--- src/rtl/mul9_pkg.sv ---
// Shared constants, column geometry and FSM state type for the 9x9
// partial-product serializer.
package mul9_pkg;

  localparam int N     = 9;
  localparam int NCOL  = 2 * N - 1;
  localparam int PRODW = 2 * N;

  typedef enum logic [1:0] {
    IDLE,
    SHIFT,
    CAPTURE
  } state_e;

  // Number of partial-product bits that land in column c.
  function automatic int col_height(input int c, input int n);
    int lo;
    lo = (c < (2 * n - 2) - c) ? c : (2 * n - 2) - c;
    return lo + 1;
  endfunction

  // Lowest multiplicand index contributing to column c.
  function automatic int col_start(input int c, input int n);
    return (c > n - 1) ? c - (n - 1) : 0;
  endfunction

endpackage

--- src/rtl/pp_serializer_if.sv ---
// Operand handshake and result bus between the bench driver and pp_serializer.
interface pp_serializer_if #(
  parameter int N    = 9,
  parameter int ERRW = 16
);
  logic              in_valid;
  logic              in_ready;
  logic [N-1:0]      in_a;
  logic [N-1:0]      in_b;
  logic              out_valid;
  logic [2*N-1:0]    out_product;
  logic [2*N-1:0]    out_expected;
  logic              out_error;
  logic [ERRW-1:0]   err_count;

  modport master (
    output in_valid, in_a, in_b,
    input  in_ready, out_valid, out_product, out_expected, out_error, err_count
  );

  modport slave (
    input  in_valid, in_a, in_b,
    output in_ready, out_valid, out_product, out_expected, out_error, err_count
  );
endinterface

--- src/rtl/pp_bit_select.sv ---
// Combinational column selector: for shift step k, picks the partial-product
// bit each column feeds into its shift register (0 while the column is padding).
module pp_bit_select
  import mul9_pkg::col_height, mul9_pkg::col_start;
#(
  parameter int N  = mul9_pkg::N,
  parameter int KW = $clog2(N)
) (
  input  logic [N-1:0]     a,
  input  logic [N-1:0]     b,
  input  logic [KW-1:0]    k,
  output logic [2*N-2:0]   src
);

  localparam int IW = $clog2(N);

  // NOTE: every signal written here gets a default first, so no path can
  // leave it unassigned and infer a latch.
  always_comb begin
    int off;
    int i;
    src = '0;
    off = 0;
    i   = 0;
    for (int c = 0; c < 2 * N - 1; c++) begin
      // Short columns idle for the first N-h steps so all columns end together.
      off = N - col_height(c, N);
      if (int'(k) >= off && int'(k) < N) begin
        i      = col_start(c, N) + int'(k) - off;
        src[c] = a[IW'(i)] & b[IW'(c - i)];
      end
    end
  end

endmodule

--- src/rtl/pp_serializer.sv ---
// Operand front end and result checker: streams the 81 partial-product bits
// into the column shift registers, then captures and checks the compressor sum.
module pp_serializer
  import mul9_pkg::state_e, mul9_pkg::IDLE, mul9_pkg::SHIFT, mul9_pkg::CAPTURE;
#(
  parameter int N    = mul9_pkg::N,
  parameter int ERRW = 16
) (
  input  logic clk,
  input  logic rst,
  pp_serializer_if.slave bus,
  output logic src0_,  output logic src1_,  output logic src2_,  output logic src3_,
  output logic src4_,  output logic src5_,  output logic src6_,  output logic src7_,
  output logic src8_,  output logic src9_,  output logic src10_, output logic src11_,
  output logic src12_, output logic src13_, output logic src14_, output logic src15_,
  output logic src16_,
  input  logic dst0,  input  logic dst1,  input  logic dst2,  input  logic dst3,
  input  logic dst4,  input  logic dst5,  input  logic dst6,  input  logic dst7,
  input  logic dst8,  input  logic dst9,  input  logic dst10, input  logic dst11,
  input  logic dst12, input  logic dst13, input  logic dst14, input  logic dst15,
  input  logic dst16, input  logic dst17
);

  localparam int NC = 2 * N - 1;
  localparam int PW = 2 * N;
  localparam int KW = $clog2(N);

  state_e          state_q, state_d;
  logic [KW-1:0]   k_q, k_d;
  logic [N-1:0]    a_q, a_d, b_q, b_d;
  logic [PW-1:0]   prod_exp_q, prod_exp_d;
  logic [PW-1:0]   out_product_q, out_product_d;
  logic [PW-1:0]   out_expected_q, out_expected_d;
  logic            out_valid_q, out_valid_d;
  logic            out_error_q, out_error_d;
  logic [ERRW-1:0] err_count_q, err_count_d;

  logic [NC-1:0]   sel_src;
  logic [NC-1:0]   src_vec;
  logic [PW-1:0]   dst;
  logic            accept;
  logic            mismatch;

  pp_bit_select #(.N(N), .KW(KW)) u_bit_select (
    .a   (a_q),
    .b   (b_q),
    .k   (k_q),
    .src (sel_src)
  );

  assign dst = {dst17, dst16, dst15, dst14, dst13, dst12, dst11, dst10, dst9,
                dst8,  dst7,  dst6,  dst5,  dst4,  dst3,  dst2,  dst1,  dst0};

  assign bus.in_ready = (state_q == IDLE);
  assign accept       = bus.in_valid && bus.in_ready;
  assign mismatch     = (dst != prod_exp_q);

  // Columns only carry data while shifting; the register keeps clocking zeros otherwise.
  assign src_vec = (state_q == SHIFT) ? sel_src : '0;

  always_comb begin
    state_d        = state_q;
    k_d            = k_q;
    a_d            = a_q;
    b_d            = b_q;
    prod_exp_d     = prod_exp_q;
    out_product_d  = out_product_q;
    out_expected_d = out_expected_q;
    out_error_d    = out_error_q;
    err_count_d    = err_count_q;
    out_valid_d    = 1'b0;
    case (state_q)
      IDLE: begin
        if (accept) begin
          a_d        = bus.in_a;
          b_d        = bus.in_b;
          prod_exp_d = PW'(bus.in_a) * PW'(bus.in_b);
          k_d        = '0;
          state_d    = SHIFT;
        end
      end
      SHIFT: begin
        k_d = k_q + 1'b1;
        if (k_q == KW'(N - 1)) begin
          state_d = CAPTURE;
        end
      end
      CAPTURE: begin
        out_product_d  = dst;
        out_expected_d = prod_exp_q;
        out_error_d    = mismatch;
        out_valid_d    = 1'b1;
        if (mismatch && err_count_q != '1) begin
          err_count_d = err_count_q + 1'b1;
        end
        state_d = IDLE;
      end
      default: state_d = IDLE;
    endcase
  end

  // NOTE: state registers use non-blocking assignments so every flop samples
  // the pre-edge value regardless of process ordering.
  always_ff @(posedge clk or posedge rst) begin
    if (rst) begin
      state_q        <= IDLE;
      k_q            <= '0;
      a_q            <= '0;
      b_q            <= '0;
      prod_exp_q     <= '0;
      out_product_q  <= '0;
      out_expected_q <= '0;
      out_valid_q    <= 1'b0;
      out_error_q    <= 1'b0;
      err_count_q    <= '0;
    end else begin
      state_q        <= state_d;
      k_q            <= k_d;
      a_q            <= a_d;
      b_q            <= b_d;
      prod_exp_q     <= prod_exp_d;
      out_product_q  <= out_product_d;
      out_expected_q <= out_expected_d;
      out_valid_q    <= out_valid_d;
      out_error_q    <= out_error_d;
      err_count_q    <= err_count_d;
    end
  end

  assign bus.out_valid    = out_valid_q;
  assign bus.out_product  = out_product_q;
  assign bus.out_expected = out_expected_q;
  assign bus.out_error    = out_error_q;
  assign bus.err_count    = err_count_q;

  assign src0_  = src_vec[0];
  assign src1_  = src_vec[1];
  assign src2_  = src_vec[2];
  assign src3_  = src_vec[3];
  assign src4_  = src_vec[4];
  assign src5_  = src_vec[5];
  assign src6_  = src_vec[6];
  assign src7_  = src_vec[7];
  assign src8_  = src_vec[8];
  assign src9_  = src_vec[9];
  assign src10_ = src_vec[10];
  assign src11_ = src_vec[11];
  assign src12_ = src_vec[12];
  assign src13_ = src_vec[13];
  assign src14_ = src_vec[14];
  assign src15_ = src_vec[15];
  assign src16_ = src_vec[16];

endmodule

--- src/flat_wrapper.sv ---
// flat-port wrapper written by rule: the top's interface ports become plain ports
module pp_serializer_flat import mul9_pkg::state_e, mul9_pkg::IDLE, mul9_pkg::SHIFT, mul9_pkg::CAPTURE;
#(
  parameter int N    = mul9_pkg::N,
  parameter int ERRW = 16
)
  (clk, rst, src0_, src1_, src2_, src3_, src4_, src5_, src6_, src7_, src8_, src9_, src10_, src11_, src12_, src13_, src14_, src15_, src16_, dst0, dst1, dst2, dst3, dst4, dst5, dst6, dst7, dst8, dst9, dst10, dst11, dst12, dst13, dst14, dst15, dst16, dst17, bus_in_valid, bus_in_a, bus_in_b, bus_in_ready, bus_out_valid, bus_out_product, bus_out_expected, bus_out_error, bus_err_count);
  pp_serializer_if #(.N(N), .ERRW(ERRW)) bus_i ();
  input  logic clk;
  input  logic rst;
  output logic src0_;
  output logic src1_;
  output logic src2_;
  output logic src3_;
  output logic src4_;
  output logic src5_;
  output logic src6_;
  output logic src7_;
  output logic src8_;
  output logic src9_;
  output logic src10_;
  output logic src11_;
  output logic src12_;
  output logic src13_;
  output logic src14_;
  output logic src15_;
  output logic src16_;
  input  logic dst0;
  input  logic dst1;
  input  logic dst2;
  input  logic dst3;
  input  logic dst4;
  input  logic dst5;
  input  logic dst6;
  input  logic dst7;
  input  logic dst8;
  input  logic dst9;
  input  logic dst10;
  input  logic dst11;
  input  logic dst12;
  input  logic dst13;
  input  logic dst14;
  input  logic dst15;
  input  logic dst16;
  input  logic dst17;
  input wire logic [$bits(bus_i.in_valid)-1:0] bus_in_valid;
  input wire logic [$bits(bus_i.in_a)-1:0] bus_in_a;
  input wire logic [$bits(bus_i.in_b)-1:0] bus_in_b;
  output wire logic [$bits(bus_i.in_ready)-1:0] bus_in_ready;
  output wire logic [$bits(bus_i.out_valid)-1:0] bus_out_valid;
  output wire logic [$bits(bus_i.out_product)-1:0] bus_out_product;
  output wire logic [$bits(bus_i.out_expected)-1:0] bus_out_expected;
  output wire logic [$bits(bus_i.out_error)-1:0] bus_out_error;
  output wire logic [$bits(bus_i.err_count)-1:0] bus_err_count;
  assign bus_i.in_valid = bus_in_valid;
  assign bus_i.in_a = bus_in_a;
  assign bus_i.in_b = bus_in_b;
  assign bus_in_ready = bus_i.in_ready;
  assign bus_out_valid = bus_i.out_valid;
  assign bus_out_product = bus_i.out_product;
  assign bus_out_expected = bus_i.out_expected;
  assign bus_out_error = bus_i.out_error;
  assign bus_err_count = bus_i.err_count;
  pp_serializer #(.N(N), .ERRW(ERRW)) u_core (.clk(clk), .rst(rst), .bus(bus_i), .src0_(src0_), .src1_(src1_), .src2_(src2_), .src3_(src3_), .src4_(src4_), .src5_(src5_), .src6_(src6_), .src7_(src7_), .src8_(src8_), .src9_(src9_), .src10_(src10_), .src11_(src11_), .src12_(src12_), .src13_(src13_), .src14_(src14_), .src15_(src15_), .src16_(src16_), .dst0(dst0), .dst1(dst1), .dst2(dst2), .dst3(dst3), .dst4(dst4), .dst5(dst5), .dst6(dst6), .dst7(dst7), .dst8(dst8), .dst9(dst9), .dst10(dst10), .dst11(dst11), .dst12(dst12), .dst13(dst13), .dst14(dst14), .dst15(dst15), .dst16(dst16), .dst17(dst17));
endmodule
--- config.mk ---
export PLATFORM = sky130hd
export DESIGN_NAME = pp_serializer_flat
export DESIGN_NICKNAME = d
export VERILOG_FILES = /design/src/rtl/mul9_pkg.sv /design/src/rtl/pp_serializer_if.sv /design/src/rtl/pp_bit_select.sv /design/src/rtl/pp_serializer.sv /design/src/flat_wrapper.sv
export SDC_FILE = /design/constraint.sdc
export NUM_CORES = 1
export LEC_CHECK = 0
export BUFFER_PORTS_ARGS = -buffer_cell sky130_fd_sc_hd__buf_2
export CAP_MARGIN = 15
export CORE_ASPECT_RATIO = 1.2
export CORE_MARGIN = 2
export CORE_UTILIZATION = 30
export CTS_CLUSTER_DIAMETER = 120
export DETAILED_ROUTE_END_ITERATION = 16
export PLACE_DENSITY = 0.49
export SLEW_MARGIN = 20
export SYNTH_ARGS = -nofsm -noshare
export SYNTH_HDL_FRONTEND = slang
export SYNTH_SLANG_ARGS = --single-unit
--- constraint.sdc ---
create_clock -name clk -period 3.57 [get_ports clk]
set_input_delay 0.714 -clock clk [delete_from_list [all_inputs] [get_ports clk]]
set_output_delay 0.714 -clock clk [all_outputs]
set_load 0.01 [all_outputs]
Word-level counts from Yosys, hierarchy flattened
Cells that the tools add are included.
Cells by class
  add/subtract/negate cells: 43
  multipliers: 1
  order comparisons: 43
  equal/unequal tests: 7
  muxes and demuxes: 126
  bitwise operators: 17
  reduce and logical (&&, ||, !) cells: 16
Operator list (count)
  less-than comparator 4 x 6 -> 1 bit, second input constant: 34
  binary-select mux 1 bit (select 4 bit): 34
  2-to-1 mux 1 bit: 86
  subtractor 4 x 3 -> 4 bit, second input constant: 8
  subtractor 4 bit, first input constant: 8
  multiplier 9 x 9 -> 18 bit: 1
  != test 18 bit: 1
  bitwise AND 1 bit: 17
  2-to-1 mux 17 bit: 1
  adder 16 x 1 -> 16 bit, second input constant: 1
  adder 3 x 4 -> 4 bit, first input constant: 4
  greater-or-equal comparator 4 x 3 -> 1 bit, second input constant: 4
  != test 16 bit, second input constant: 1
  subtractor 3 x 4 -> 4 bit, first input constant: 4
  subtractor 4 x 2 -> 4 bit, second input constant: 4
  subtractor 1 x 4 -> 4 bit, first input constant: 3
  logical AND 1 bit: 10
  adder 2 x 4 -> 4 bit, first input constant: 2
  greater-or-equal comparator 4 x 2 -> 1 bit, second input constant: 2
  one-hot mux 4 bit (2 select lines): 1
  AND reduction 2 bit: 4
  subtractor 2 x 4 -> 4 bit, first input constant: 2
  subtractor 4 x 1 -> 4 bit, second input constant: 2
  subtractor 4 bit, second input constant: 2
  15 further kinds: 17
Storage, ports and cells
  bits in registers: 96
  bits of input ports: 39
  output and inout bits: 72
  word-level logic and storage cells: 263

Longest topological paths before layout
  depth after elaboration: 9
  gate-level depth with buffers: 18
  gate-level depth less buffers: 17

Hierarchy
A second synthesis with hierarchy kept.
Second synthesis, totals
  cells, all modules: 878
  area total of the unflattened synthesis: 8495.6 µm²
By module, submodules not included
  pp_serializer: times used 1, cells an instance 678, area an instance 6776.5 µm²
  pp_bit_select: times used 1, cells an instance 200, area an instance 1719.1 µm²

Least setup slack after synthesis
No wires, ideal clock.
  path type: input port to flip-flop
  start point: input bus_in_b[2]
  end point: register u_core.prod_exp_q[15]
  arrival time: 4491 ps
  required time: 3475 ps
  setup slack: -1016 ps
  stages: 16
  path buffers: 1
  path through: clkbuf_1 > nand2_1 > fa_1 > inv_1 > fa_1 > inv_1 > fa_1 > fa_1 > inv_1 > ha_1 > o21ai_0 > nor2_1 > o31ai_1 > a211o_1 > and3_1 > o31ai_1
On the way
  longest elaborated chain between the ends: 1
RTL lines
  start, declared: RTL line flat_wrapper.sv:48  | input wire logic [$bits(bus_i.in_b)-1:0] bus_in_b;
  multiplier 9 x 9 -> 18 bit: RTL line pp_serializer.sv:77  | prod_exp_d = PW'(bus.in_a) * PW'(bus.in_b);
  end signal, assigned: RTL line pp_serializer.sv:121  | prod_exp_q <= prod_exp_d;
  end, declared: RTL line pp_serializer.sv:31  | logic [PW-1:0] prod_exp_q, prod_exp_d;
No other way between the ends.
A chain may end at the register's enable or synchronous reset.

Worst setup path after layout
  start point: input bus_in_a[4]
  end point: register u_core.prod_exp_q[17]
On the way
  longest elaborated chain between the ends: 1
RTL lines
  start, declared: RTL line flat_wrapper.sv:47  | input wire logic [$bits(bus_i.in_a)-1:0] bus_in_a;
  multiplier 9 x 9 -> 18 bit: RTL line pp_serializer.sv:77
No other way between the ends.

==> flow_summary.ini <==
[critical_path]
critPathMaxFanout = 5
cp_data_arrival_time_ns = 4.25
cp-startpoint = bus_in_a[4]
end_kind = register
rr_startpoint = u_core.prod_exp_q[2]
cp.required_ns = 3.78
crit_path_start_kind = primary input
crit_type = in2reg

[cells_and_area]
antenna_cells = 0
area_delta_synth_final_pct = 28.4
design_area_um2 = 10400
drive_above_1_share_pct = 30.6
layout_commonest_cell = nand2_1
final_cell_count_no_fill = 1398
final_cell_mix = 187 x nand2_1, 93 x dfrtp_1, 92 x buf_2
final_nets = 1198

[synth]
synth_cells = 892
synth_enable_flop_cells = 0
syn_nets = 1037
synth.avg_cell_area_um2 = 9.11
ys_warn_count = 0
synthDistinctLibCells = 56
dominantRegCellSynth = dfrtp_1
ys_async_sr_fraction_pct = 100
ys_ff_latch = 96
syn_area_um2 = 8130
seq_area_frac_synth_pct = 29.6

[floorplanning]
core_um2 = 26800
row_count = 66
die_h_um = 184
die_x_um = 154
ios = 111
start_util_pct = 30.3
die-area_um2 = 28400

[drt]
drtPass1Iterations = 4
viasPerCell = 4.80
drtIter0Drc = 259
drtAntennaViolNets = 0
vias = 6710
wl_per_cell_um = 15.6
drc = 0
wl_mm = 21.8

[hold_path]
hold_class = in2async

[cts]
clockRootBuffer = clkbuf_16
clk_pin_slew_ns = 0.07
cts_buffers = 9
clock_path_buffers = 2
insertion_delay_ns = 0.36
cts_tree = done
clkSinkCount = 96
htree_levels = 3

[timing]
relSlewSlack_pct = 32.0
post-route-period-util_pct = 113
max_slew.worst_pin.slew_ns = 1.02
fin_crit_ns = 4.04
fin_ws_ns = -0.474
tns_ns = -3.49
fin_skew_ns = 0.00842
hold_viol = 0
rsz0062_at_grt = yes
setup_violations = 10
slew_violations = 0
max_freq_ghz = 0.247

[pwr]
swShare_pct = 44.8
power.clock.fraction_pct = 11.9
powerDensity_nw_per_um2 = 825
p_int_uw = 4750
p_leak_uw = 0.00508
peakVddDrop_mv = 0.376
p_seq_share_pct = 22.4
total_power_uw = 8610
p_comb_share_pct = 65.6
power_switching_uw = 3860

[grt]
grt_pass1_wl_mm = 36.4
grt_pass1_vias = 6977
gr-usage-all-layers_pct = 16.1
grt_max_degree = 51
antenna_found_initial = 0
grt_overflow = 0

[job]
drv_cap = 0

[place]
routabilityCongestion = 0.864
placed_area_um2 = 9670
dp.cells = 1375
dp_hpwl_mm = 17.0
portBuffers = 110

[outcome]
violations = negative setup slack
status = finished, violations left
==> metrics by stage <==
| step | hold WS, ns | setup slack (ns) | utilization [%] |
|---|---|---|---|
| 2_1_floorplan | 0.475 | -0.664 | - |
| 3_3_place_gp | 0.454 | -0.992 | 36.0 |
| 3_5_place_dp | 0.457 | -1.03 | 36.0 |
| 4_1_cts | 0.464 | -0.484 | 38.1 |
| 5_1_grt | 0.489 | -0.612 | 38.9 |
| 6_report | 0.456 | -0.474 | 38.9 |
==> state kept, by name, summed over array words and instances (netlist names) <==
signal and flops:
u_core.a_q 9, u_core.b_q 9, u_core.bus.err_count 16, u_core.bus.out_error 1
u_core.bus.out_expected 18, u_core.bus.out_product 18, u_core.bus.out_valid 1, u_core.k_q 4
u_core.prod_exp_q 18, u_core.state_q 2
==> final cells by class <==
class | instances | area, um^2
fillers | 2739 | 16400
multi-input cells | 678 | 5610
flip-flops and latches | 96 | 2410
repair buffers | 188 | 1380
well taps | 340 | 425
inverters | 80 | 303
clock buffers | 11 | 253
clock inverters | 5 | 62.6
==> critical path: stages <==
cell	delay, ns
buf_12	0.11
and2_4	0.15
fa_1	0.55
fa_1	0.46
fa_1	0.49
inv_1	0.05
fa_1	0.49
inv_2	0.04
ha_4	0.27
o21a_1	0.18
o31ai_4	0.11
buf_4	0.15
o31ai_4	0.25
xnor2_2	0.15
o21ai_1	0.07
==> synthesized netlist by cell type (all sizes together) (9+ instances only) <==
library cell	instances	area, um^2
xor2	35	307
nand3	14	70.1
and2	50	313
mux2i	26	260
nand4	9	56.3
mux2	27	308
ha	56	701
inv	77	289
nor3	13	70.1
xnor2	21	184
dfrtp	96	2400
fa	50	1000
o21ai	32	160
clkbuf	26	97.6
and3	13	81.3
a21oi	23	115
nor2	32	120
buf	12	66.3
mux4	12	270
nand2	198	743
nor4	13	96.3
==> power by group through the flow <==
| stage | Clock [uW] | Sequential, uW | Combinational (uW) |
|---|---|---|---|
| 6_report | 1030 | 1930 | 5650 |
| 5_1_grt | 1110 | 2000 | 6330 |
| 4_1_cts | 1070 | 1930 | 5570 |
| 3_5_place_dp | 0 | 1950 | 5430 |
| 3_3_place_gp | 0 | 1930 | 5410 |
| 2_1_floorplan | 0 | 1880 | 3770 |
==> cells by family after synthesis <==
group | share of synthesized area, %
adder cells (fa/ha/maj) | 20.9
buffers and inverters | 5.71
XOR/XNOR | 6.03
AND/OR/NAND/NOR | 20.6
flip-flops | 29.6
AO/OA/AOI/OAI | 6.84
multiplexers | 10.3
==> repair_timing <==
item                       CTS  global route
setup buffers                5             1
hold buffers                 0             0
cloned                       0             1
setup endpoints to repair   15            19
pin swaps                   41            31
hold endpoints to repair     0             0
resized for setup           58            51
==> metal layers <==
metal,global-route usage [%],routed length (um),part of all wire (%)
met2,28.3,11200,51
met5,0,0,0
met3,1.90,405,1.9
met1,20.3,9720,45
met4,6.22,536,2.5
==> final timing paths <==
| path | slack [ns] | depth (start not counted) | to |
|---|---|---|---|
| min in group clk | 0.47 | 2 | u_core.bus.out_product[3] |
| hold reg to reg | 0.47 | 2 | u_core.bus.out_product[3] |
| hold / removal | 0.46 | 2 | u_core.state_q[0] |
| max in group asynchronous | 2.43 | 3 | u_core.bus.out_expected[10] |
| setup reg to reg | 1.07 | 7 | u_core.bus.err_count[12] |
| setup / recovery | -0.47 | 15 | u_core.prod_exp_q[17] |
No activity file was read; power rests on OpenSTA's default activity.
